<file path="src/rtl/lcd_write_sequencer.sv">
// rtl/lcd_write_sequencer.sv - HD44780 write sequencer: power-up init ROM, then single-byte writes over valid/ready.
module lcd_write_sequencer #(
  parameter int unsigned T_SETUP   = 4,
  parameter int unsigned T_PULSE   = 25,
  parameter int unsigned T_HOLD    = 4,
  parameter int unsigned T_EXEC    = 2000,
  parameter int unsigned T_LONG    = 210000,
  parameter int unsigned T_POWERUP = 2000000,
  parameter bit          INIT_EN   = 1'b1,
  parameter int unsigned CW        = 22
) (
  input  logic        clk,
  input  logic        rst_in,
  input  logic        req_valid,
  input  logic        req_rs,
  input  logic [7:0]  req_data,
  output logic        req_ready,
  output logic        init_done,
  output logic        busy,
  output logic [10:0] lcdPins
);

  typedef enum logic [2:0] {
    S_POWERUP,
    S_INIT_LOAD,
    S_SETUP,
    S_PULSE,
    S_HOLD,
    S_EXEC,
    S_IDLE
  } state_t;

  state_t        state_q, state_d;
  logic [CW-1:0] cnt_q, cnt_d;
  logic [2:0]    idx_q, idx_d;
  logic          rs_q, rs_d;
  logic [7:0]    data_q, data_d;
  logic          long_q, long_d;
  logic          init_done_q, init_done_d;
  logic          e_q;

  function automatic logic [7:0] init_rom(input logic [2:0] idx);
    case (idx)
      3'd0, 3'd1, 3'd2: init_rom = 8'h30;
      3'd3:             init_rom = 8'h38;
      3'd4:             init_rom = 8'h08;
      3'd5:             init_rom = 8'h01;
      3'd6:             init_rom = 8'h06;
      default:          init_rom = 8'h0C;
    endcase
  endfunction

  always_comb begin
    state_d     = state_q;
    cnt_d       = (cnt_q != '0) ? cnt_q - 1'b1 : cnt_q;
    idx_d       = idx_q;
    rs_d        = rs_q;
    data_d      = data_q;
    long_d      = long_q;
    init_done_d = init_done_q;
    case (state_q)
      // Reset leaves the counter at zero, so power-up counts upward to its limit.
      S_POWERUP: begin
        cnt_d = cnt_q + 1'b1;
        if (cnt_q == CW'(T_POWERUP - 1)) begin
          cnt_d = '0;
          if (INIT_EN) begin
            state_d = S_INIT_LOAD;
            idx_d   = 3'd0;
            rs_d    = 1'b0;
            data_d  = init_rom(3'd0);
            long_d  = 1'b1;
          end else begin
            state_d     = S_IDLE;
            init_done_d = 1'b1;
          end
        end
      end
      S_INIT_LOAD: begin
        state_d = S_SETUP;
        cnt_d   = CW'(T_SETUP - 1);
      end
      S_SETUP: if (cnt_q == '0) begin
        state_d = S_PULSE;
        cnt_d   = CW'(T_PULSE - 1);
      end
      S_PULSE: if (cnt_q == '0) begin
        state_d = S_HOLD;
        cnt_d   = CW'(T_HOLD - 1);
      end
      S_HOLD: if (cnt_q == '0) begin
        state_d = S_EXEC;
        cnt_d   = long_q ? CW'(T_LONG - 1) : CW'(T_EXEC - 1);
      end
      S_EXEC: if (cnt_q == '0) begin
        if (init_done_q) begin
          state_d = S_IDLE;
        end else if (idx_q == 3'd7) begin
          state_d     = S_IDLE;
          init_done_d = 1'b1;
        end else begin
          state_d = S_INIT_LOAD;
          idx_d   = idx_q + 3'd1;
          rs_d    = 1'b0;
          data_d  = init_rom(idx_q + 3'd1);
          long_d  = (idx_q + 3'd1 == 3'd5);
        end
      end
      S_IDLE: if (req_valid) begin
        state_d = S_SETUP;
        cnt_d   = CW'(T_SETUP - 1);
        rs_d    = req_rs;
        data_d  = req_data;
        // Clear display and return home need the long execution wait.
        long_d  = !req_rs && (req_data[7:2] == 6'd0) && (req_data != 8'd0);
      end
      default: state_d = S_POWERUP;
    endcase
  end

  always_ff @(posedge clk) begin
    if (!rst_in) begin
      state_q     <= S_POWERUP;
      cnt_q       <= '0;
      idx_q       <= 3'd0;
      rs_q        <= 1'b0;
      data_q      <= 8'h00;
      long_q      <= 1'b0;
      init_done_q <= 1'b0;
      e_q         <= 1'b0;
    end else begin
      state_q     <= state_d;
      cnt_q       <= cnt_d;
      idx_q       <= idx_d;
      rs_q        <= rs_d;
      data_q      <= data_d;
      long_q      <= long_d;
      init_done_q <= init_done_d;
      e_q         <= (state_d == S_PULSE);
    end
  end

  assign req_ready = (state_q == S_IDLE);
  assign busy      = (state_q != S_IDLE);
  assign init_done = init_done_q;
  assign lcdPins   = {rs_q, 1'b0, e_q, data_q};

endmodule

</file>
<file path="config.mk">
export PLATFORM = sky130hd
export DESIGN_NAME = lcd_write_sequencer
export DESIGN_NICKNAME = d
export VERILOG_FILES = /design/src/rtl/lcd_write_sequencer.sv
export SDC_FILE = /design/constraint.sdc
export NUM_CORES = 1
export LEC_CHECK = 0
export ABC_CLOCK_PERIOD_IN_PS = 3900
export CORE_AREA = 2 2 79 81
export DETAILED_ROUTE_END_ITERATION = 16
export DIE_AREA = 0 0 81 83
export GPL_ROUTABILITY_DRIVEN = 1
export GPL_TIMING_DRIVEN = 0
export PLACE_DENSITY = 0.8
export SLEW_MARGIN = 25
export SYNTH_ARGS = -nofsm -noshare
export SYNTH_HDL_FRONTEND = slang
export SYNTH_SLANG_ARGS = --single-unit
</file>
<file path="constraint.sdc">
create_clock -name clk -period 3.9 [get_ports clk]
set_input_delay 0.78 -clock clk [delete_from_list [all_inputs] [get_ports clk]]
set_output_delay 0.78 -clock clk [all_outputs]
set_load 0.02 [all_outputs]
</file>
==> key figures <==
Synthesis
  – Synth Flop Type: dfxtp_1
  – Post-synth top area share: 23.4%
  – Area leader, netlist: dfxtp_1
  – Mapped Nets: roughly 460
  – Synth top cells by count: dfxtp_1 (40), nand2_1 (40), clkbuf_1 (23), nor2_1 (23)
  – Syn Inst Count: 440
  – EDFF count, synth: 0
  – Netlist Area Pre-Place: 3430 um^2
  – Synth Register Bits: 40
  – Avg Inst Size Synth: between 7 and 8 um^2
  – Distinct cells, synth: 73
  – Seq/Total Area, Yosys: 23.4%
  – Synth async-reset ratio: 0%
  – Ys Warns: 0
  – Top cells by area, synth: dfxtp_1 (23%), nand2_1 (4.4%), ha_1 (4.0%)

Clocking
  – Root buffer cell: clkbuf_8
  – CTS clk-pin slew, worst paths: 80 ps
  – CTS Buffer Depth: 2
  – # hold bufs at CTS: 0
  – CTS tree: yes
  – H-tree Lvls: 2
  – TritonCTS buffer count: 5
  – CTS resizes: 0
  – Post CTS Setup Buffer Count: 0
  – Total clock sinks: 40
  – Clk_lat worst skew: 300 ps

Power and ir drop
  – Worst VDD drop: 694 uV
  – PwrDens: between 800 and 900 nW/um^2
  – Pleak: between 1 and 1.5 nW

Place
  – Post-DP HPWL: ~8 mm
  – PortBufs: 23
  – Final GP Congestion: 1.02
  – Area after DPL: 3750 um^2
  – Placed Cells: around 540

Floorplanning
  – Die width: 81 um
  – Num ports: 26
  – Die area: about 6700 um^2
  – Initial cell density of the core: around three fifths
  – Chip height: 83 um
  – Std-Cell Rows: 28
  – Core Area: ~5800 um^2

Critical path
  – CP arrival: between 3000 and 4000 ps
  – CP max FO: 9
  – R2R setup slack: 470 ps
  – Worst Setup Start Kind: register
  – Setup crit end kind: register
  – Setup CP Type: register to register
  – Critical Path RT: 4100 ps

GRT
  – Initial antenna violation count: 0
  – Pin count of the biggest net entering global routing: 13
  – Total grt overflow: 0
  – First-pass GRT wire length: roughly 18 mm
  – Vias in the first global route: around 3700
  – GRT Overall Usage: 34.4%

Finish
  – Diode count: 0
  – Finished Cell Area: slightly below 4000 um^2
  – Post-layout net count: between 400 and 500
  – Area grow syn2layout: 12.8%
  – Post-layout util: about two thirds
  – Fillers: approximately 530
  – Non-filler instance count after layout: around 550
  – Share of cells above drive strength 1: 10.2%

Run status
  – Run status: completed

Timing
  – RSZ-0062 raised after global routing: no
  – Slew @ Worst Pin: between 1000 and 1500 ps
  – Hold Vio Cnt, Final: 0
  – Period utilization: between 80% and 90%
  – Min Tclk post-route: around 3400 ps
  – Max Slew Vio Count: 0
  – Slew HR: between 30% and 40%
  – Skew final: approximately 6.0 ps
  – Setup TNS: 0 ps
  – Final setup viols: 0
  – Fmax: slightly below 300 MHz

Routing
  – Routed WL: about 12 mm
  – Initial DRC count: ~550
  – DR vias: roughly 3900
  – Routed wire per std cell: 21.2 um
  – Detailed Routing Iterations Pass 1: 6
  – Post-route ant nets: 0
  – Vias/cell: around 7.1
  – DRC viols: 0

Job
  – Max-Cap Viols: 0

Worst hold path
  – Hold Path Class: register to register
==> layout make-up <==
cell class	count	area [um^2]	share of cell area [%]
Multi-Input combinational cell	340	2340	60.6
Sequential cell	40	801	20.7
Buffer	46	236	6.12
Timing Repair Buffer	23	230	5.96
Tap cell	75	93.8	2.43
Clock buffer	6	72.6	1.88
Inverter	14	52.6	1.36
Clock inverter	2	35.0	0.907
==> metal layers <==
layer | track usage (%) | vias to the layer above | wire length (um)
met1 | 45.9 | 1766 | 4600
met4 | 15.7 | 0 | 479
met3 | 6.20 | 63 | 1380
li1 | - | 1748 | -
met5 | 0 | - | 0
met2 | 53.3 | 304 | 5100
==> critical path, cell delays in order (launching register included) <==
cell and delay (ps):
dfxtp_1 320, clkbuf_1 210, inv_1 130, ha_1 160, nor4b_1 530, nand2_1 280, nor2_4 350, inv_2 200
ha_1 330, nor4bb_1 320, a21oi_1 80, o22ai_1 140, o21ai_0 90, and3_1 170
==> path summary, 6_finish.rpt <==
check,from,endpoint,cells past startpoint
max reg2reg,cnt_q[1],cnt_q[0],13
min reg2reg,idx_q[2],idx_q[2],2
max,cnt_q[1],cnt_q[0],13
min,idx_q[2],idx_q[2],2
==> sequential cells by signal (all words and copies together), names as in the netlist <==
register,flops
long_q,1
e_q,1
idx_q,3
rs_q,1
init_done,1
cnt_q,22
state_q,3
data_q,8
==> layout by cell type (no fill, tap or decap), types with 11 or more instances in the layout <==
cell type        instances
nand2_1                 40
dfxtp_1                 40
clkbuf_1                24
nor2_1                  23
clkdlybuf4s50_1         23
nand3_1                 19
o21ai_0                 19
a211oi_1                18
a21oi_1                 15
nor3_1                  15
inv_1                   12
buf_2                   12
a31oi_1                 11
ha_1                    11
==> kinds of logic after synthesis <==
kind of cell | Yosys count | share of synthesized area, %
xor gates and xnor gates | 14 | 3.58
AOI/OAI and AO/OA | 139 | 30.4
DFF | 40 | 23.4
and+or+nand+nor | 165 | 27.2
muxes | 10 | 2.92
buffers and inverters | 60 | 8.44
adders and majority gates | 11 | 4.02
other | 1 | 0.109
==> where the power goes <==
| group | internal (mW) | switching [mW] | leakage, nW |
|---|---|---|---|
| Clock | 0.190 | 0.161 | 0.0552 |
| Sequential | 0.483 | 0.0633 | 0.324 |
| Combinational | 0.777 | 1.59 | 0.964 |
| Total | 1.45 | 1.82 | 1.34 |
==> metrics by stage <==
step / setup WS (ps) / hold slack, ps / power, mW
final: 475 / 464 / 3.27
after global routing: 332 / 479 / 3.39
after detailed placement: 630 / 449 / 2.80
after global placement: 681 / 446 / 2.79
after CTS: 619 / 466 / 3.15
after floorplan: 1350 / 435 / 2.16
(Power assumes the default switching activity.)
